<file path="config.mk">
export PLATFORM = sky130hd
export DESIGN_NAME = token_window_counter_flat
export DESIGN_NICKNAME = d
export VERILOG_FILES = /design/src/rtl/token_window_counter_if.sv /design/src/rtl/token_window_counter.sv /design/src/flat_wrapper.sv
export SDC_FILE = /design/constraint.sdc
export NUM_CORES = 1
export LEC_CHECK = 0
export CAP_MARGIN = 10
export CORE_ASPECT_RATIO = 0.6
export CORE_MARGIN = 2
export CORE_UTILIZATION = 37
export CTS_CLUSTER_DIAMETER = 50
export CTS_CLUSTER_SIZE = 12
export DETAILED_ROUTE_END_ITERATION = 8
export PLACE_DENSITY_LB_ADDON = 0.2
export SYNTH_ARGS = -nofsm -noshare
export SYNTH_HDL_FRONTEND = slang
export SYNTH_SLANG_ARGS = --single-unit
</file>
<file path="constraint.sdc">
create_clock -name clk -period 3.7 [get_ports clk]
set_input_delay 0.74 -clock clk [delete_from_list [all_inputs] [get_ports clk]]
set_output_delay 0.74 -clock clk [all_outputs]
set_load 0.01 [all_outputs]
</file>
<file path="src/rtl/token_window_counter_if.sv">
// Result handshake bundle for token_window_counter: window totals, valid/ready and the sticky overflow flag.
interface token_window_counter_if #(
    parameter int CNT_W = 5
);
    logic [CNT_W-1:0] cnt;
    logic             cnt_valid;
    logic             cnt_ready;
    logic             overflow;

    modport master (
        output cnt,
        output cnt_valid,
        output overflow,
        input  cnt_ready
    );

    modport slave (
        input  cnt,
        input  cnt_valid,
        input  overflow,
        output cnt_ready
    );
endinterface

</file>
<file path="src/rtl/token_window_counter.sv">
// Counts '1' tokens over windows of WINDOW enabled cycles and queues each total in a DEPTH-entry FIFO.
// Optional macro TOKEN_WINDOW_CLR_EN adds a clr input that restarts the window and clears overflow.
module token_window_counter #(
    parameter  int WINDOW = 16,
    parameter  int DEPTH  = 4,
    localparam int CNT_W  = $clog2(WINDOW + 1)
) (
    input  logic clk,
    input  logic rst,
    input  logic en,
    input  logic a,
`ifdef TOKEN_WINDOW_CLR_EN
    input  logic clr,
`endif
    token_window_counter_if.master res
);

    localparam int TMR_W = $clog2(WINDOW);
    localparam int PTR_W = $clog2(DEPTH);

    localparam logic [TMR_W-1:0] TMR_LAST = TMR_W'(WINDOW - 1);
    localparam logic [TMR_W-1:0] TMR_ONE  = TMR_W'(1);
    localparam logic [PTR_W-1:0] PTR_ONE  = PTR_W'(1);
    localparam logic [PTR_W:0]   OCC_ONE  = (PTR_W + 1)'(1);
    localparam logic [PTR_W:0]   OCC_FULL = (PTR_W + 1)'(DEPTH);

    logic [TMR_W-1:0] timer_q, timer_d;
    logic [CNT_W-1:0] acc_q, acc_d;
    logic [CNT_W-1:0] mem_q [DEPTH];
    logic [CNT_W-1:0] mem_d [DEPTH];
    logic [PTR_W-1:0] wr_ptr_q, wr_ptr_d;
    logic [PTR_W-1:0] rd_ptr_q, rd_ptr_d;
    logic [PTR_W:0]   occ_q, occ_d;
    logic             overflow_q, overflow_d;

    logic             clr_i;
    logic             win_end;
    logic             push_req;
    logic             push_ok;
    logic             pop;
    logic             full;
    logic [CNT_W-1:0] total;

`ifdef TOKEN_WINDOW_CLR_EN
    assign clr_i = clr;
`else
    assign clr_i = 1'b0;
`endif

    // Timer runs down from WINDOW-1; reaching zero on an enabled cycle closes the window.
    always_comb begin
        win_end  = en && (timer_q == '0);
        total    = acc_q + CNT_W'(a);
        push_req = win_end && !clr_i;
        full     = (occ_q == OCC_FULL);
        pop      = (occ_q != '0) && res.cnt_ready;
        push_ok  = push_req && (!full || pop);

        timer_d = timer_q;
        acc_d   = acc_q;
        if (clr_i) begin
            timer_d = TMR_LAST;
            acc_d   = '0;
        end else if (en) begin
            if (win_end) begin
                timer_d = TMR_LAST;
                acc_d   = '0;
            end else begin
                timer_d = timer_q - TMR_ONE;
                acc_d   = total;
            end
        end

        mem_d    = mem_q;
        wr_ptr_d = wr_ptr_q;
        rd_ptr_d = rd_ptr_q;
        occ_d    = occ_q;
        if (push_ok) begin
            mem_d[wr_ptr_q] = total;
            wr_ptr_d        = wr_ptr_q + PTR_ONE;
        end
        if (pop) begin
            rd_ptr_d = rd_ptr_q + PTR_ONE;
        end
        case ({push_ok, pop})
            2'b10:   occ_d = occ_q + OCC_ONE;
            2'b01:   occ_d = occ_q - OCC_ONE;
            default: occ_d = occ_q;
        endcase

        // A full FIFO with a simultaneous pop still accepts the new total.
        overflow_d = overflow_q;
        if (clr_i) begin
            overflow_d = 1'b0;
        end else if (push_req && full && !pop) begin
            overflow_d = 1'b1;
        end
    end

    always_ff @(posedge clk) begin
        if (rst) begin
            timer_q    <= TMR_LAST;
            acc_q      <= '0;
            wr_ptr_q   <= '0;
            rd_ptr_q   <= '0;
            occ_q      <= '0;
            overflow_q <= 1'b0;
        end else begin
            timer_q    <= timer_d;
            acc_q      <= acc_d;
            mem_q      <= mem_d;
            wr_ptr_q   <= wr_ptr_d;
            rd_ptr_q   <= rd_ptr_d;
            occ_q      <= occ_d;
            overflow_q <= overflow_d;
        end
    end

    assign res.cnt       = (occ_q != '0) ? mem_q[rd_ptr_q] : '0;
    assign res.cnt_valid = (occ_q != '0);
    assign res.overflow  = overflow_q;

endmodule

</file>
<file path="src/flat_wrapper.sv">
// flat-port wrapper written by rule: the top's interface ports become plain ports
module token_window_counter_flat 
#(
    parameter  int WINDOW = 16,
    parameter  int DEPTH  = 4,
    localparam int CNT_W  = $clog2(WINDOW + 1)
)
  (clk, rst, en, a, res_cnt, res_cnt_valid, res_overflow, res_cnt_ready);
  token_window_counter_if res_i ();
  input  logic clk;
  input  logic rst;
  input  logic en;
  input  logic a;
  output wire logic [$bits(res_i.cnt)-1:0] res_cnt;
  output wire logic [$bits(res_i.cnt_valid)-1:0] res_cnt_valid;
  output wire logic [$bits(res_i.overflow)-1:0] res_overflow;
  input wire logic [$bits(res_i.cnt_ready)-1:0] res_cnt_ready;
  assign res_cnt = res_i.cnt;
  assign res_cnt_valid = res_i.cnt_valid;
  assign res_overflow = res_i.overflow;
  assign res_i.cnt_ready = res_cnt_ready;
  token_window_counter #(.WINDOW(WINDOW), .DEPTH(DEPTH)) u_core (.clk(clk), .rst(rst), .en(en), .a(a), .res(res_i));
endmodule
</file>
Word level (Yosys, flattened, before mapping)
Index checks and enable logic that the tools add are counted.

Register bits: 37. Bits of input ports: 5. Output and inout port bits: 7. Word-level logic and storage cells: 48.

$add $sub $neg: 6. $lt $le $gt $ge: 3. Equality and inequality tests: 3. Multiplexer cells: 10. Bitwise logic cells: 3. Reductions and logical operators: 13.

Operators by type and width (number): 5-bit 2-to-1 mux (5); 20-bit bitwise mux (1); 5-bit binary-select mux with 2-bit select (1); 5-bit demux with 2-bit select (1); 3-bit >= comparator, second input constant (2); 1-bit logical AND (6); 2-bit NOT with 3-bit output (2); 3-bit one-hot mux with 2 select lines (1); 5-bit by 1-bit adder with 5-bit output (1); 2-bit by 1-bit adder with 2-bit output, second input constant (2); 4-bit zero test (1); 4-bit 2-to-1 mux (1); 4-bit by 1-bit subtractor with 4-bit output, second input constant (1); 3-bit by 1-bit adder with 3-bit output, second input constant (1); 3-bit equality test, second input constant (1); 3-bit by 1-bit less-than comparator with 1-bit output, second input constant (1); 3-bit nonzero test (1); 3-bit by 1-bit subtractor with 3-bit output, second input constant (1); 2-bit by 1-bit equality test with 1-bit output, second input constant (1); 2-bit equality test, second input constant (1); 1-bit zero test (2); 2-bit AND reduction (1); 2-bit nonzero test (1); 1-bit logical OR (1); 1-bit NOT (1).

Depth between registers and ports, before layout
Gate-level depths: netlist (run 1).

Word-level depth: 6. Depth in mapped cells: 10.

Worst setup path before layout (run 1)
Ideal clock, no wire load.

Path kind: input-to-reg. From: input port res_cnt_ready. To: register u_core.occ_q[2]. Arrival: 2.430 ns. Slack: 1.199 ns. Cell stages on the path: 8. Buffers on the path: 0. Cell sequence: or4b_4 nand2_1 ha_1 inv_1 fa_1 xor2_1 or3_1 a21oi_1.

Cells in the longest elaborated chain, start to end: 5. Elaborated cells between the ends (all ways): 7. Those cells by class: eq/ne: 2; mux: 1; reduce/logical: 4.

Ends and longest elaborated chain: from (decl) (line flat_wrapper.sv:17) `input wire logic [$bits(res_i.cnt_ready)-1:0] res_cnt_ready;`; 1-bit logical AND * (line token_window_counter.sv:56) `pop = (occ_q != '0) && res.cnt_ready;`; 1-bit logical OR (line token_window_counter.sv:57) `push_ok = push_req && (!full || pop);`; 1-bit logical AND (line token_window_counter.sv:57); 2-bit by 1-bit equality test with 1-bit output / 2-bit equality test (equally long branches) (line token_window_counter.sv:85) `case ({push_ok, pop})`; 3-bit one-hot mux with 2 select lines / 2-bit nonzero test (equally long branches); to (signal assigned) (line token_window_counter.sv:106) `occ_q <= '0;`; to (signal assigned) (line token_window_counter.sv:114) `occ_q <= occ_d;`; to (decl) (line token_window_counter.sv:33) `logic [PTR_W:0] occ_q, occ_d;`.

Mark *: on every way between the ends. The rest lies on a longest branch, timed or not. A chain may end at the register's enable or synchronous reset.

Worst setup path in the final report (run 1)
From: register u_core.rd_ptr_q[0]. To: output port res_cnt[4].

Cells in the longest elaborated chain, start to end: 5.

Ends and longest elaborated chain: from (decl) (line token_window_counter.sv:32) `logic [PTR_W-1:0] rd_ptr_q, rd_ptr_d;`; from (signal assigned) (line token_window_counter.sv:113) `rd_ptr_q <= rd_ptr_d;`; 2-bit NOT with 3-bit output (implied by the code) (line token_window_counter.sv:119) `assign res.cnt = (occ_q != '0) ? mem_q[rd_ptr_q] : '0;`; 5-bit binary-select mux with 2-bit select (line token_window_counter.sv:119); 5-bit 2-to-1 mux (implied by the code) (2 in series) (line token_window_counter.sv:119); 5-bit 2-to-1 mux (line token_window_counter.sv:119); to (decl) (line flat_wrapper.sv:14) `output wire logic [$bits(res_i.cnt)-1:0] res_cnt;`.

Every way passes these cells. The select of a mux whose other input is x is not followed.

==> run metrics, run 1 <==
status finished clean; Multi-input gate area 708 um2; PortBufs 11; Die Span Y 56.7 um; CP cell instances mux4_2 -> nor2b_1 -> clkdlybuf4s50_1; vias in the first global route 956; clock slew at reported path FFs 0.08 ns; worst hold path type reg -> reg; Die X 91.8 um; distinct cell type count after synthesis 33; synthesized instance count 140; worst setup path category reg -> out; sequential cell area fraction in the yosys report 55.0%; commonest cells after routing, fill and taps aside 20 x edfxtp_1, 17 x dfxtp_1, 11 x clkdlybuf4s50_1, 10 x inv_1, 9 x ha_1; Final Hold Vio Count 0; Final ANT Viol Nets 0; CTS max path bufs 2; Avg WL per Cell 13.4 um; Rel. slew slack 52.2%; Peak VDD IR 0.196 mV; switching part of the total power 21.0%; Slew @ Worst Pin 0.712 ns; crit start category flip-flop; Slowest Stage Delay on Critical Path 0.60 ns; largest net degree at the start of global routing 18; post-CTS sizing 0; LEAKAGE 0.727 nW; skew final 0.00446 ns; internal power 0.648 mW; Final min period 2.85 ns; setup tns final 0 ns; core box area 4520 um2; GR Util All Layers 12.7%; Nets 169; Initial Utilization 37.9%; Setup WS post-layout 0.855 ns; sequential power share 53.2%; DRC Markers 0; Clk pwr share 43.3%; ant diodes 0; Root Buffer clkbuf_8; Switch Pwr 0.173 mW; Final Util 44.4%; Gate power share 3.5%; layout cells sized above 1 12.3%; fin crit share 76.9%; P&R area growth vs syn 17.2%; max-cap violation count 0; post-CTS setup buffers 0; CTS Hold Bufs 0; Initial DRC Count 85; Vias/cell 4.74; flops & latches, synth 37; yosys warns 0; Fmax 351 MHz; final setup fails 0; Worst Path Required 2.96 ns; total chip power 0.821 mW; global-route wire length before repair 4920 um; I/O pins 12; Placer Congestion 0.714; Crit Path Max Fanout 7; GRT overflow 0; synthesized area per cell 12.2 um2; DR pass1 iterations 4; FF/Latch Area 941 um2; unrepaired setup endpoints after global routing no; CTS tree yes; WP data arrival 2.11 ns; pre-CTS WS 0.607 ns; initial antenna violation count 0; Num CTS Buffers 5; CTS sink count 37; via count 1034; cell area after synthesis 1710 um2; Post-Synthesis Net Count 155; commonest non-fill, non-tap cell in the layout edfxtp_1; Die ar. 5200 um2; DPL Wire Length 2100 um; H-tree depth 2; crit path max-delay cell type dfxtp_1; Routed Wire Length 2930 um; kind of end point of the critical path output pin; Clk Latency, worst-skew pair 0.29 ns; num rows 19; pins over their slew limit 0; PwrDens 409 nW/um2; filler instances 420
[state kept, by name, indices dropped and copies added, names as in the netlist]
register	flops
u_core.wr_ptr_q	2
u_core.timer_q	4
u_core.occ_q	3
u_core.rd_ptr_q	2
u_core.mem_q	20
u_core.res.overflow	1
u_core.acc_q	5
[power groups by stage]
stage	clock, mW	combinational (mW)	sequential [mW]
2_1_floorplan	0	0.0169	0.446
3_3_place_gp	0	0.0275	0.446
3_5_place_dp	0	0.0286	0.446
4_1_cts	0.360	0.0287	0.437
5_1_grt	0.384	0.0329	0.438
6_report	0.356	0.0284	0.437
[cells in the mapped netlist, drive strengths merged]
library cell / number / area [um2]
a21oi: 8 / 40.0
a32o: 1 / 10.0
a41o: 2 / 20.0
and2: 4 / 25.0
and4: 1 / 8.76
and4bb: 1 / 12.5
buf: 2 / 10.0
clkbuf: 4 / 15.0
dfxtp: 17 / 340
edfxtp: 20 / 601
fa: 1 / 20.0
ha: 9 / 113
inv: 10 / 37.5
mux4: 5 / 113
nand2: 7 / 26.3
nand2b: 2 / 12.5
nand3: 6 / 30.0
nand4bb: 1 / 11.3
nor2: 7 / 26.3
nor2b: 6 / 37.5
nor3: 3 / 20.0
nor3b: 2 / 15.0
nor4b: 1 / 15.0
o21ai: 6 / 30.0
o21bai: 1 / 7.51
o311ai: 1 / 8.76
o31ai: 1 / 7.51
or3: 1 / 6.26
or4b: 1 / 13.8
xnor2: 3 / 26.3
xor2: 6 / 52.6
[final timing paths]
kind	start	endpoint	slack (ns)	depth (start not counted)
setup / recovery	u_core.rd_ptr_q[0]	res_cnt[4]	0.85	3
hold / removal	u_core.acc_q[0]	u_core.acc_q[0]	0.48	2
hold reg to reg	u_core.acc_q[0]	u_core.acc_q[0]	0.48	2
setup reg to reg	u_core.occ_q[0]	u_core.occ_q[2]	1.39	8
[per-layer routing]
metal,wire (um),GRT usage (%)
met3,135,4.56
met5,0,0
met2,1180,16.4
met1,1580,19.6
met4,29,3.84
[area by class of cell]
cell class | count | share of cell area, %
Clock buffer | 5 | 3.43
Clock inverter | 3 | 2.31
Inverter | 10 | 1.87
Multi-Input combinational cell | 87 | 35.3
Sequential cell | 37 | 46.9
Tap cell | 63 | 3.93
Timing Repair Buffer | 13 | 6.24
[critical path: cells and delay by family, from the launching register on]
family,cells,cell delay [ns]
AND/OR/NAND/NOR,1,0.14
multiplexers,1,0.57
flip-flops,1,0.60
buffers and inverters,1,0.51
[stage by stage]
| stage | area, um2 | cells | hold WS, ns |
|---|---|---|---|
| after floorplan | 1710 | 140 | 0.449 |
| after global placement | 1890 | 210 | 0.460 |
| after detailed placement | 1890 | 210 | 0.461 |
| after CTS | 2010 | 218 | 0.488 |
| after global routing | 2010 | 218 | 0.501 |
| final | 2010 | 218 | 0.483 |
[cell families (layout without fill, tap and decap cells)]
| logic type | count (synthesis) | after routing | synth area share, % |
|---|---|---|---|
| multiplexers | 5 | 5 | 6.58 |
| buffers and inverters | 16 | 31 | 3.65 |
| XOR/XNOR | 9 | 9 | 4.61 |
| AO/OA/AOI/OAI | 20 | 20 | 7.24 |
| AND/OR/NAND/NOR | 43 | 43 | 15.2 |
| adder cells (fa/ha/maj) | 10 | 10 | 7.75 |
| flip-flops | 37 | 37 | 55.0 |
(Power assumes the default switching activity.)
==> run 2: changes to the inputs <==
==> constraint.sdc (replaced) <==
create_clock -name clk -period 2.5 [get_ports clk]
set_input_delay 0.5 -clock clk [delete_from_list [all_inputs] [get_ports clk]]
set_output_delay 0.5 -clock clk [all_outputs]
set_load 0.01 [all_outputs]
==> run metrics, run 2 (same netlist as run 1, synthesis figures left out) <==
status finished clean; ant diodes 0; core box area 4520 um2; PwrDens 568 nW/um2; fin area 2080 um2; kind of end point of the critical path output pin; Slowest Stage Delay on Critical Path 0.52 ns; largest reg by FF count u_core.mem_q; P&R area growth vs syn 21.3%; fin crit share 95.7%; GR Util All Layers 13.2%; pins over their slew limit 0; via count 1080; Placed Area 1950 um2; vias in the first global route 1028; Crit Path Max Fanout 6; Min Hold Slack 0.484 ns; Clk Latency, worst-skew pair 0.28 ns; Top delay family on crit path multiplexers; DRC Markers 0; max-cap violation count 0; Worst Path Required 2.00 ns; I/O pins 12; Num CTS Buffers 5; Vias/cell 4.78; PortBufs 11; DR pass1 iterations 4; Setup WS post-layout 0.108 ns; initial antenna violation count 0; Largest register FFs 20; crit path max-delay cell type mux4_2; crit start category flip-flop; Peak VDD IR 0.289 mV; global-route wire length before repair 5200 um; Root Buffer clkbuf_8; CTS tree yes; worst hold path type reg -> reg; skew final 0.00460 ns; commonest non-fill, non-tap cell in the layout edfxtp_1; largest net degree at the start of global routing 17; CTS sink count 37; Initial Utilization 37.9%; WP buf/inv 1; H-tree depth 2; CP cell instances mux4_2 -> nor2b_1 -> clkdlybuf4s50_1; setup tns final 0 ns; Die Span Y 56.7 um; Final ANT Viol Nets 0; post-CTS setup buffers 0; Die ar. 5200 um2; total chip power 1.18 mW; GRT overflow 0; Initial DRC Count 81; DPL Wire Length 2270 um; Final Hold Vio Count 0; largest registers u_core.mem_q: 20 flops, u_core.acc_q: 5 flops, u_core.timer_q: 4 flops; Fmax 418 MHz; Rel. slew slack 68.5%; Nets 177; Avg WL per Cell 13.4 um; CTS Hold Bufs 0; layout cells sized above 1 18.4%; worst setup path category reg -> out; unrepaired setup endpoints after global routing no; commonest cells after routing, fill and taps aside 20 x edfxtp_1, 16 x dfxtp_1, 10 x inv_1, 10 x clkdlybuf4s50_1, 10 x buf_4; final setup fails 0; Placer Congestion 0.721; Slew @ Worst Pin 0.471 ns; pre-CTS WS -0.244 ns; WP data arrival 1.89 ns; clock slew at reported path FFs 0.07 ns; num rows 19; Final min period 2.39 ns; Routed Wire Length 3020 um; Die X 91.8 um; LEAKAGE 0.775 nW; CTS max path bufs 2
## run 2: cell count changes in the layout (fill, tap and decap cells not counted), sizes merged
cell	change
clkinvlp	-1
dlymetal6s2s	+1
clkbuf	+1
clkdlybuf4s50	-1
buf	+8
## run 2: worst min-delay path, stage by stage, from the launching register on
cell and delay (ns):
dfxtp_1 0.32, nand2b_1 0.07, a21oi_1 0.05
## run 2: repair_timing
| item | 4_1_cts | 5_1_grt |
|---|---|---|
| endpoints found under the setup margin | 6 | 1 |
| pin swaps | 0 | 1 |
| gates resized for setup | 2 | 4 |
## run 2: metal layers
metal / part of all wire (%) / vias up / wire (um) / GRT usage [%]
met4: 1.0 / 0 / 31 / 5.12
met2: 42 / 15 / 1270 / 17.8
met5: 0 / - / 0 / 0
met1: 53 / 518 / 1610 / 19.3
met3: 3.7 / 4 / 111 / 4.70
li1: - / 543 / - / -
## run 2: final timing paths
| check | from | to | slack (ns) | cells after the start |
|---|---|---|---|---|
| worst max-delay path | u_core.rd_ptr_q[0] | res_cnt[4] | 0.11 | 3 |
| worst min-delay path | u_core.acc_q[0] | u_core.acc_q[0] | 0.48 | 2 |
| worst max register to register | u_core.occ_q[2] | u_core.occ_q[2] | 0.18 | 8 |
| worst min register to register | u_core.acc_q[0] | u_core.acc_q[0] | 0.48 | 2 |
## run 2: per-stage QoR
| step | std cells | utilization [%] |
|---|---|---|
| global route | 226 | 46.0 |
| CTS | 226 | 45.7 |
| floorplan | 140 | - |
| global placement | 218 | 43.2 |
| finish | 226 | 46.0 |
| detailed placement | 218 | 43.2 |
## run 2: area by class of cell
class / instances / area [um2]
sequential: 37 / 942
fill: 428 / 2440
clock buffer: 6 / 72.6
multi-input combinational: 87 / 724
tap: 63 / 78.8
timing repair buffer: 21 / 188
inverter: 10 / 37.5
clock inverter: 2 / 33.8
## run 2: power breakdown
group | switching (mW) | internal, mW | leakage, nW
Sequential | 0.00413 | 0.643 | 0.327
Combinational | 0.0239 | 0.0191 | 0.396
Clock | 0.194 | 0.294 | 0.0528
Total | 0.222 | 0.957 | 0.775
